[src/rtl/vend_credit_ctrl.sv]
// Vending credit sequencer: drives the external ALU to add coins, check and subtract prices, and refund.
// Coin to credit takes 1 cycle; select to vend takes 2; requests arriving while busy are dropped, not queued.
module vend_credit_ctrl #(
  parameter int          W      = 5,
  parameter logic [1:0]  OP_ADD = 2'b00,
  parameter logic [1:0]  OP_SUB = 2'b01,
  parameter logic [1:0]  OP_NOP = 2'b11
) (
  input  logic         clk,
  input  logic         rst_n,
  input  logic         coin_valid,
  input  logic [W-1:0] coin_value,
  input  logic         sel_valid,
  input  logic [W-1:0] sel_price,
  input  logic         cancel,
  output logic [W-1:0] alu_a,
  output logic [W-1:0] alu_b,
  output logic [1:0]   alu_op,
  input  logic [W-1:0] alu_result,
  input  logic         alu_equal,
  input  logic         alu_greater,
  output logic [W-1:0] credit,
  output logic         busy,
  output logic         vend,
  output logic         insufficient,
  output logic         coin_reject,
  output logic         change_valid,
  output logic [W-1:0] change_amount
);

  typedef enum logic [2:0] {IDLE, ADD, CMP, SUB, REFUND} state_t;

  state_t       state, state_nxt;
  logic [W-1:0] op_reg, op_nxt;
  logic [W-1:0] credit_nxt;
  logic         vend_nxt, insufficient_nxt, coin_reject_nxt, change_valid_nxt;
  logic [W-1:0] change_amount_nxt;

  assign busy = (state != IDLE);

  always_comb begin
    state_nxt         = state;
    op_nxt            = op_reg;
    credit_nxt        = credit;
    vend_nxt          = 1'b0;
    insufficient_nxt  = 1'b0;
    coin_reject_nxt   = 1'b0;
    change_valid_nxt  = 1'b0;
    change_amount_nxt = '0;
    alu_a             = '0;
    alu_b             = '0;
    alu_op            = OP_NOP;
    case (state)
      IDLE: begin
        if (cancel) begin
          state_nxt = REFUND;
        end else if (sel_valid) begin
          state_nxt = CMP;
          op_nxt    = sel_price;
        end else if (coin_valid) begin
          state_nxt = ADD;
          op_nxt    = coin_value;
        end
      end
      ADD: begin
        alu_a     = credit;
        alu_b     = op_reg;
        alu_op    = OP_ADD;
        state_nxt = IDLE;
        // A sum smaller than the old credit can only mean the adder wrapped.
        if (alu_result < credit) begin
          coin_reject_nxt   = 1'b1;
          change_amount_nxt = op_reg;
        end else begin
          credit_nxt = alu_result;
        end
      end
      CMP: begin
        alu_a  = credit;
        alu_b  = op_reg;
        alu_op = OP_NOP;
        if (alu_equal || alu_greater) begin
          state_nxt = SUB;
        end else begin
          state_nxt        = IDLE;
          insufficient_nxt = 1'b1;
        end
      end
      SUB: begin
        alu_a      = credit;
        alu_b      = op_reg;
        alu_op     = OP_SUB;
        state_nxt  = IDLE;
        credit_nxt = alu_result;
        vend_nxt   = 1'b1;
      end
      REFUND: begin
        alu_a     = credit;
        alu_b     = '0;
        alu_op    = OP_NOP;
        state_nxt = IDLE;
        if (!alu_equal) begin
          change_valid_nxt  = 1'b1;
          change_amount_nxt = credit;
          credit_nxt        = '0;
        end
      end
      default: state_nxt = IDLE;
    endcase
  end

  always_ff @(posedge clk or negedge rst_n) begin
    if (!rst_n) begin
      state         <= IDLE;
      op_reg        <= '0;
      credit        <= '0;
      vend          <= 1'b0;
      insufficient  <= 1'b0;
      coin_reject   <= 1'b0;
      change_valid  <= 1'b0;
      change_amount <= '0;
    end else begin
      state         <= state_nxt;
      op_reg        <= op_nxt;
      credit        <= credit_nxt;
      vend          <= vend_nxt;
      insufficient  <= insufficient_nxt;
      coin_reject   <= coin_reject_nxt;
      change_valid  <= change_valid_nxt;
      change_amount <= change_amount_nxt;
    end
  end

endmodule
[config.mk]
export PLATFORM = sky130hd
export DESIGN_NAME = vend_credit_ctrl
export DESIGN_NICKNAME = d
export VERILOG_FILES = /design/src/rtl/vend_credit_ctrl.sv
export SDC_FILE = /design/constraint.sdc
export NUM_CORES = 1
export LEC_CHECK = 0
export CAP_MARGIN = 20
export CELL_PAD_IN_SITES_DETAIL_PLACEMENT = 2
export CELL_PAD_IN_SITES_GLOBAL_PLACEMENT = 2
export CORE_MARGIN = 4
export CORE_UTILIZATION = 24
export CTS_CLUSTER_DIAMETER = 50
export DETAILED_ROUTE_END_ITERATION = 10
export PLACE_DENSITY_LB_ADDON = 0.25
export SYNTH_ARGS = -nofsm -noshare
export SYNTH_HDL_FRONTEND = slang
export SYNTH_SLANG_ARGS = --single-unit
[constraint.sdc]
create_clock -name clk -period 2.05 [get_ports clk]
set_clock_uncertainty 0.05 [all_clocks]
set_input_delay 0.3075 -clock clk [delete_from_list [all_inputs] [get_ports clk]]
set_output_delay 0.3075 -clock clk [all_outputs]
set_load 0.03 [all_outputs]
==> impl_metrics.csv, run 1 <==
group,metric,value,unit
drt,wl,3620,um
cells_and_area,antenna_cells,0,
cts,clock_path_buffers,2,
drt,drtPass1Iterations,2,
floorplan,num_rows,24,
cts,cts_max_level,1,
timing,hold_viol,0,
place,place_congestion,0.701,
worst_setup_path,cp_max_fo,5,
place,place_inst,213,
drt,dr_total_vias,1017,
drt,ant_nets,0,
power,p_sw,0.00118,W
power,comb_power_share,0.587,
synthesis,synth_edf_count,0,
global_routing,grt_usage,0.138,
power,seq_power_share,0.261,
drt,drtIter0Drc,29,
place,dp_hpwl,2880,um
run,max_cap_viol_count,0,
timing,tns,0,ns
synthesis,synth_async_sr_flop_share,1.00,
worst_setup_path,ff2ff_path_depth,8,
worst_setup_path,endpoint,"credit[4]",
cells_and_area,area_growth,64.0,%
drt,avgViaCountPerCell,4.69,
worst_setup_path,rrSetupSlack,0.25,ns
global_routing,grt_pass1_vias,1123,
power,swShare,0.439,
power,intPower,0.00151,W
timing,slew_headroom,0.756,
synthesis,netlist_area,1090,um^2
synthesis,syn_nets,126,
worst_setup_path,r2r_start,"credit[2]",
worst_setup_path,crit_arrival,2.03,ns
power,vdd_drop_max,0.672,mV
floorplan,coreArea,4380,um^2
worst_setup_path,r2r-end,"credit[4]",
floorplan,boundaryPins,49,
worst_setup_path,start_kind,"input pin",
status,status,"completed",
power,clkPwrFrac,0.152,
drt,wire_per_inst,16.7,um
synthesis,ys_warn_count,0,
global_routing,grt_pass1_wl,5670,um
floorplan,start_util,0.249,
drt,drc,0,
timing,fin_crit_sh,0.941,
worst_setup_path,worstPathRequired,2.16,ns
global_routing,grt_overflow,0,
cells_and_area,layout.nets,192,
synthesis,ys_ff_latch,22,
synthesis,ys_seq_area_frac,0.505,
cts,cts_tree,"built",
floorplan,die_area,5690,um^2
cts,clkTransAtPathRegs,0.08,ns
cells_and_area,layout.cells.non_filler,217,
timing,setup_viol,0,
synthesis,synth_flop_cell,"dfrtp_1",
synthesis,synth_top_area_frac,0.505,
timing,rsz0062_at_grt,"false",
floorplan,die_y,75.4,um
hold_path,hold_class,"in -> async",
synthesis,synth.avg_cell_area,10.9,um^2
timing,worstMarginPinSlew,0.364,ns
synthesis,synth_cells,100,
power,power.density,1510,nW/um^2
timing,min_period,1.93,ns
cts,post-cts-setup-buffers,0,
worst_setup_path,critPathCaptureType,"register",
cts,clock_latency,0.27,ns
cts,cts_sinks,22,
cts,cts-root-buf,"clkbuf_8",
synthesis,ys_top_cells_by_count,"dfrtp_1, nor2_1, and2_1, a22o_1, a21oi_1",
place,portBuffers,48,
worst_setup_path,cp-startpoint,"alu_result[2]",
global_routing,antenna_found_initial,0,
synthesis,yosysMostFrequentCell,"dfrtp_1",
timing,fmax,0.519,GHz
global_routing,grt_max_degree,23,
floorplan,die_w,75.4,um
power,p_leak,0.827,nW
synthesis,synth_cell_types,27,
synthesis,synthTopCellsByArea,"dfrtp_1, a22o_1, and2_1",
cells_and_area,drive_above_1_share,0.188,
worst_setup_path,crit_type,"in -> reg",
cells_and_area,fillers,476,
synthesis,synth_largest_area_cell,"dfrtp_1",
cts,cts_buffers,3,
timing,report.final.slew_viol_count,0,
## layout by cell type, fill, tap and decap left out, drive strengths merged
cell type,count
mux2i,5
dlygate4sd2,7
nor2b,1
nor4b,1
or2,1
dfrtp,22
a21oi,8
xnor2,1
clkdlybuf4s50,35
nor3,1
dlymetal6s2s,1
or3,2
a221oi,1
o21ai,3
clkbuf,3
nand2,2
a22o,10
a21o,1
inv,6
nor4,1
nand3b,1
and2,11
o22ai,1
ha,4
buf,20
nor2,13
nand2b,2
bufinv,1
## worst min path at each step
stage               startpoint          endpoint  slack (ns)  cells after the start
global route             rst_n         credit[2]        0.37                      2
global placement     op_reg[3]  change_amount[3]        0.46                      1
CTS                      rst_n  change_amount[0]        0.35                      2
floorplan                rst_n  change_amount[0]       -0.04                      0
detailed placement   op_reg[4]  change_amount[4]        0.46                      1
finish                   rst_n         credit[2]        0.35                      2
## power by group through the flow
stage	Combinational, W	Clock (W)	Sequential (W)
6_report	0.00158	0.000409	0.000704
5_1_grt	0.00172	0.000446	0.000729
4_1_cts	0.00161	0.000428	0.000712
3_5_place_dp	0.00165	0	0.000711
3_3_place_gp	0.00160	0	0.000699
2_1_floorplan	0.000783	0	0.000839
## layer usage
| metal | track usage | wire length (um) | up-vias |
|---|---|---|---|
| met4 | 0.0583 | 56 | 0 |
| met5 | 0 | 0 | - |
| met2 | 0.256 | 1910 | 34 |
| li1 | - | - | 479 |
| met3 | 0.0172 | 209 | 4 |
| met1 | 0.159 | 1450 | 500 |
## layout make-up
class	count	area [um^2]	share of cell area
well taps	52	65.1	0.0364
clock inverters	1	30.0	0.0168
clock buffers	3	41.3	0.0231
inverters	6	22.5	0.0126
multi-input cells	70	505	0.283
flip-flops and latches	22	551	0.308
repair buffers	63	574	0.321
## per-stage QoR
stage | setup WS [ns] | utilization | power (W) | instance area [um^2] | hold WS (ns)
final | 0.122 | 0.408 | 0.00270 | 1790 | 0.348
after floorplan | 0.0979 | - | 0.00162 | 1090 | -0.0381
after global placement | -0.0922 | 0.393 | 0.00230 | 1720 | 0.461
after detailed placement | -0.191 | 0.393 | 0.00236 | 1720 | 0.463
after CTS | 0.0458 | 0.408 | 0.00275 | 1790 | 0.348
after global routing | 0.0305 | 0.408 | 0.00289 | 1790 | 0.367
## cells by family after synthesis
family,share of synthesized area
compound gates,0.167
xor+xnor,0.00803
fa+ha+maj,0.0459
buf+inv,0.0344
flops,0.505
mux,0.0459
simple gates,0.194
## timing repair
| item | in CTS | in global routing |
|---|---|---|
| endpoints found under the setup margin | 7 | 6 |
| hold buffers | 0 | 0 |
| resized for setup | 8 | 2 |
| cloned | 0 | 0 |
## worst max-delay path, cell delays in order
cell             delay, ns
clkdlybuf4s50_1       0.44
ha_1                  0.33
a21oi_1               0.13
o21ai_1               0.11
buf_4                 0.16
a221oi_4              0.26
nor2_2                0.10
a22o_1                0.20
(Power assumes the default switching activity.)
==> run 2, diff against run 1 <==
--- a/config.mk
+++ b/config.mk
@@ -5,6 +5,7 @@
 export SDC_FILE = /design/constraint.sdc
 export NUM_CORES = 1
 export LEC_CHECK = 0
+export ABC_CLOCK_PERIOD_IN_PS = 1800
 export CAP_MARGIN = 20
 export CELL_PAD_IN_SITES_DETAIL_PLACEMENT = 2
 export CELL_PAD_IN_SITES_GLOBAL_PLACEMENT = 2
==> constraint.sdc (replaced) <==
create_clock -name clk -period 1.8 [get_ports clk]
set_clock_uncertainty 0.05 [all_clocks]
set_input_delay 0.27 -clock clk [delete_from_list [all_inputs] [get_ports clk]]
set_output_delay 0.27 -clock clk [all_outputs]
set_load 0.03 [all_outputs]
==> run 2 against run 1 <==
  * Sequential share of layout area shrank 1.6 points
  * Sequential cell count is the same
  * First-iteration DRC count grew 6.9%
  * Worst setup slack lost 0.11 ns
  * Global-route usage grew 0.24 points
  * Core utilization grew 2.8 points
  * Power grew 23%
  * Routed wire length shrank 1.2%
  * Worst hold slack lost 0.062 ns
  * Largest cell class unchanged
  * Cell count is the same
==> impl_metrics.csv, run 2 (synthesis results as in run 1) <==
group,metric,value,unit
hold_path,hold_class,"in -> reg",
cts,clock_path_buffers,2,
power,power.density,1740,nW/um^2
timing,setup_viol,0,
cells_and_area,regArea,557,um^2
timing,report.final.slew_viol_count,0,
cells_and_area,drive_above_1_share,0.333,
place,dp_hpwl,2880,um
floorplan,start_util,0.249,
place,postPlaceCellArea,1720,um^2
worst_setup_path,crit_type,"reg -> out",
cts,cts_max_level,1,
cells_and_area,fillers,448,
global_routing,grt_max_degree,23,
cells_and_area,layout_commonest_cell,"clkdlybuf4s50_1",
global_routing,antenna_found_initial,0,
place,portBuffers,48,
floorplan,boundaryPins,49,
cells_and_area,antenna_cells,0,
floorplan,coreArea,4380,um^2
cts,cts_tree,"built",
worst_setup_path,cp_max_fo,6,
drt,drc,0,
floorplan,die_y,75.4,um
hold_path,holdPathStages,2,
timing,worstMarginPinSlew,0.391,ns
cells_and_area,multi_input_area,593,um^2
worst_setup_path,critPathCaptureType,"output pin",
global_routing,grt_pass1_vias,1147,
global_routing,grt_overflow,0,
cells_and_area,final_cell_mix,"clkdlybuf4s50_1, buf_4, dfrtp_1, nor2_1, a22o_1",
status,status,"completed",
timing,min_period,1.78,ns
cts,clkTransAtPathRegs,0.08,ns
drt,avgViaCountPerCell,4.69,
cells_and_area,area_growth,75.1,%
timing,slew_headroom,0.739,
drt,wire_per_inst,16.5,um
floorplan,num_rows,24,
cells_and_area,fin_area,1910,um^2
drt,drtPass1Iterations,2,
floorplan,die_w,75.4,um
drt,ant_nets,0,
timing,rsz0062_at_grt,"true",
power,p_leak,0.907,nW
cells_and_area,layout.nets,192,
drt,wl,3580,um
drt,dr_total_vias,1018,
run,max_cap_viol_count,0,
cts,cts-root-buf,"clkbuf_8",
floorplan,die_area,5690,um^2
worst_setup_path,crit_arrival,1.46,ns
timing,tns,0,ns
worst_setup_path,worstPathRequired,1.48,ns
cts,cts_buffers,3,
cells_and_area,final_util,0.436,
timing,fmax,0.560,GHz
drt,drtIter0Drc,31,
global_routing,grt_pass1_wl,5710,um
place,place_congestion,0.696,
global_routing,grt_usage,0.141,
cts,clock_latency,0.27,ns
power,vdd_drop_max,0.616,mV
timing,hold_viol,0,
worst_setup_path,start_kind,"register",
worst_setup_path,ff2ff_path_depth,6,
timing,fin_crit_sh,0.992,
cts,cts_sinks,22,
[run 2: cell types whose count changed in the layout (fill, tap and decap cells not counted), moves of 4 or more]
cell,before,now
dfrtp_1,22,17
buf_6,0,7
dlymetal6s2s_1,1,6
dfrtp_2,0,5
and2_1,11,7
clkdlybuf4s50_1,35,29
dlygate4sd2_1,7,2
and2_4,0,4
[run 2: worst max-delay path, cell delays in order (launching register included)]
cell,delay [ns]
dfrtp_1,0.41
buf_6,0.15
nor2_4,0.16
xnor2_4,0.17
and2_4,0.19
buf_6,0.12
[run 2: repair_timing]
item	4_1_cts	5_1_grt
pin swaps	3	6
hold buffers	0	0
resized for setup	12	21
setup buffers	0	2
setup endpoints to repair	18	19
endpoints found under the hold margin	0	0
[run 2: final timing paths]
kind,start,end,slack [ns]
setup / recovery,state[1],alu_a[3],0.02
hold / removal,alu_result[2],credit[2],0.29
setup reg to reg,credit[4],credit[1],0.12
hold reg to reg,op_reg[3],change_amount[3],0.47
max in group asynchronous,rst_n,credit[4],1.15
min in group asynchronous,rst_n,credit[2],0.30
[run 2: final cells by class]
| type | instances | share of cell area |
|---|---|---|
| repair buffers | 63 | 0.315 |
| well taps | 52 | 0.0341 |
| multi-input cells | 70 | 0.310 |
| inverters | 6 | 0.0118 |
| clock buffers | 3 | 0.0216 |
| clock inverters | 1 | 0.0157 |
| flip-flops and latches | 22 | 0.291 |
[run 2: power by group]
part           total, W  switching [W]  internal, W
Sequential     0.000797       0.000126     0.000671
Clock          0.000469       0.000172     0.000298
Combinational   0.00206        0.00113     0.000926
[run 2: per-layer routing]
metal | vias to the layer above | routed length [um] | GRT usage | part of all wire
met3 | 5 | 236 | 0.0396 | 0.066
li1 | 484 | - | - | -
met2 | 31 | 1910 | 0.251 | 0.53
met5 | - | 0 | 0 | 0
met1 | 498 | 1340 | 0.149 | 0.38
met4 | 0 | 85 | 0.0757 | 0.024
[run 2: through the flow]
step,setup slack (ns),std cells,total power [W],hold slack (ns)
2_1_floorplan,-0.00359,100,0.00189,-0.0756
3_3_place_gp,-0.314,211,0.00260,0.460
3_5_place_dp,-0.481,211,0.00268,0.469
4_1_cts,-0.0383,215,0.00325,0.311
5_1_grt,-0.0483,217,0.00355,0.275
6_report,0.0150,217,0.00333,0.285
==> run 3, diff against run 2 <==
--- a/config.mk
+++ b/config.mk
@@ -5,12 +5,13 @@
 export SDC_FILE = /design/constraint.sdc
 export NUM_CORES = 1
 export LEC_CHECK = 0
+export ABC_AREA = 1
 export ABC_CLOCK_PERIOD_IN_PS = 1800
 export CAP_MARGIN = 20
 export CELL_PAD_IN_SITES_DETAIL_PLACEMENT = 2
 export CELL_PAD_IN_SITES_GLOBAL_PLACEMENT = 2
 export CORE_MARGIN = 4
-export CORE_UTILIZATION = 24
+export CORE_UTILIZATION = 23
 export CTS_CLUSTER_DIAMETER = 50
 export DETAILED_ROUTE_END_ITERATION = 10
 export PLACE_DENSITY_LB_ADDON = 0.25
==> run 3 against run 2 <==
  * Worst setup slack gained 0.063 ns
  * Synthesized cell count grew 40%
  * Clock power shrank 35%
  * Critical path depth is the same
  * Global-route usage shrank 1.2 points
  * Largest cell class is now sequential cells
  * Sequential share of layout area grew 1.9 points
  * Worst hold slack gained 0.025 ns
  * Core utilization shrank 6.5 points
  * Die area grew 10%
==> impl_metrics.csv, run 3 <==
group,metric,value,unit
power,clkPwrFrac,0.104,
synthesis,synth_top_area_frac,0.473,
place,dp_hpwl,3230,um
cts,cts-root-buf,"clkbuf_8",
cells_and_area,layout.nets,223,
cells_and_area,area_growth,53.3,%
worst_setup_path,worstPathRequired,1.48,ns
worst_setup_path,rrSetupSlack,0.16,ns
drt,drtIter0Drc,37,
timing,rsz0062_at_grt,"true",
global_routing,antenna_found_initial,0,
power,vdd_drop_max,0.554,mV
synthesis,yosysMostFrequentCell,"nand2_1",
drt,ant_nets,0,
timing,slew_headroom,0.732,
synthesis,synth_cell_types,21,
timing,fmax,0.581,GHz
synthesis,ys_ff_latch,22,
cts,clock_path_buffers,2,
synthesis,synth_largest_area_cell,"dfrtp_1",
cts,cts_max_level,1,
place,dp_slack,-0.187,ns
synthesis,ys_warn_count,0,
place,postPlaceCellArea,1730,um^2
place,place_congestion,0.739,
floorplan,start_util,0.242,
synthesis,ys_top_cells_by_count,"nand2_1, inv_1, dfrtp_1, nor2_1",
power,power.density,1630,nW/um^2
worst_setup_path,start_kind,"register",
global_routing,grt_overflow,0,
timing,report.final.slew_viol_count,0,
global_routing,grt_pass1_wl,6440,um
synthesis,synth_async_sr_flop_share,1.00,
drt,dr_total_vias,1148,
timing,min_period,1.72,ns
drt,avgViaCountPerCell,4.38,
power,swShare,0.493,
cells_and_area,layout_commonest_cell,"clkdlybuf4s50_1",
floorplan,die_area,6260,um^2
power,intPower,0.00147,W
drt,wl,3760,um
timing,setup_slack,0.0783,ns
synthesis,netlist_area,1160,um^2
synthesis,ys_seq_area_frac,0.473,
synthesis,synth_cells,140,
worst_setup_path,crit_arrival,1.40,ns
power,p_leak,0.894,nW
cells_and_area,final_cell_mix,"clkdlybuf4s50_1, nand2_1, inv_1, nor2_1, dfrtp_1",
synthesis,syn_nets,166,
cells_and_area,fin_area,1780,um^2
cts,clock_latency,0.26,ns
worst_setup_path,cp_max_fo,5,
power,p_sw,0.00143,W
floorplan,die_y,79.1,um
global_routing,grt_max_degree,23,
global_routing,grt_pass1_vias,1335,
cts,clkTransAtPathRegs,0.08,ns
synthesis,synth_edf_count,0,
synthesis,synthTopCellsByArea,"dfrtp_1, nand2_1, inv_1",
floorplan,coreArea,4820,um^2
hold_path,hold_class,"in -> async",
cells_and_area,antenna_cells,0,
cts,ctsHoldBuffers,0,
timing,setup_viol,0,
synthesis,synth_flop_cell,"dfrtp_1",
timing,hold_viol,0,
cts,cts_sinks,22,
drt,drtPass1Iterations,4,
cells_and_area,drive_above_1_share,0.169,
floorplan,num_rows,25,
status,status,"completed",
cts,cts_tree,"built",
synthesis,synth.avg_cell_area,8.31,um^2
power,seq_power_share,0.279,
power,comb_power_share,0.616,
timing,worstMarginPinSlew,0.401,ns
place,portBuffers,48,
cts,cts_buffers,3,
run,max_cap_viol_count,0,
timing,fin_crit_sh,0.957,
drt,wire_per_inst,14.4,um
floorplan,boundaryPins,49,
worst_setup_path,critPathCaptureType,"output pin",
floorplan,die_w,79.1,um
worst_setup_path,crit_type,"reg -> out",
global_routing,grt_usage,0.129,
drt,drc,0,
==> run 3: cell count changes after synthesis, sizes merged, moves of 4 or more <==
cell / delta
nand2: +31
inv: +21
and2: -11
nor2: +11
a22o: -10
a21oi: -8
nand3: +7
o21ai: +5
o22ai: +4
==> run 3: logic make-up after synthesis <==
kind of cell / Yosys count / share of synthesized area
fa+ha+maj: 4 / 0.0430
flops: 22 / 0.473
buf+inv: 29 / 0.101
compound gates: 13 / 0.0645
simple gates: 67 / 0.275
mux: 5 / 0.0430
==> run 3: layout make-up <==
cell class | count | area, um^2
clock buffers | 3 | 41.3
fillers | 560 | 3030
inverters | 27 | 101
multi-input cells | 89 | 508
flip-flops and latches | 22 | 553
well taps | 67 | 83.8
repair buffers | 54 | 497
==> run 3: metrics by stage <==
step | hold slack [ns] | total power [W] | cells | setup TNS [ns] | utilization
finish | 0.311 | 0.00290 | 262 | 0 | 0.370
global placement | 0.425 | 0.00257 | 259 | -0.133 | 0.359
detailed placement | 0.449 | 0.00265 | 259 | -1.53 | 0.359
floorplan | -0.0756 | 0.00186 | 140 | 0 | -
global route | 0.336 | 0.00314 | 262 | -0.0692 | 0.370
CTS | 0.323 | 0.00294 | 262 | 0 | 0.368
==> run 3: what timing repair did <==
action	in CTS	in global routing
setup endpoints to repair	10	16
setup buffers	0	0
pin swaps	0	0
endpoints found under the hold margin	0	0
resized for setup	4	4
==> run 3: power by group through the flow <==
stage	sequential (W)	combinational [W]	clock, W
2_1_floorplan	0.000949	0.000913	0
4_1_cts	0.000810	0.00182	0.000311
3_5_place_dp	0.000817	0.00183	0
5_1_grt	0.000838	0.00197	0.000328
6_report	0.000811	0.00179	0.000303
3_3_place_gp	0.000800	0.00177	0
==> run 3: per-layer routing <==
layer  GRT usage  share of wire  wire length [um]
met1       0.140           0.38              1430
met2       0.254           0.55              2080
met4      0.0412          0.014                53
met5           0              0                 0
met3      0.0170          0.051               193
==> run 3: worst max-delay path, cell delays in order, from the launching register on <==
cell	delay (ns)
dfrtp_2	0.46
nor3_4	0.18
nor2_1	0.06
buf_4	0.15
nor2_1	0.11
buf_4	0.18
==> run 3: final timing paths <==
check / endpoint / start / depth (start not counted)
max: alu_a[3] / state[0] / 5
min: coin_reject / rst_n / 2
max reg2reg: credit[2] / credit[4] / 9
min reg2reg: op_reg[2] / op_reg[2] / 2
max in group asynchronous: state[1] / rst_n / 2
min in group clk: op_reg[2] / op_reg[2] / 2
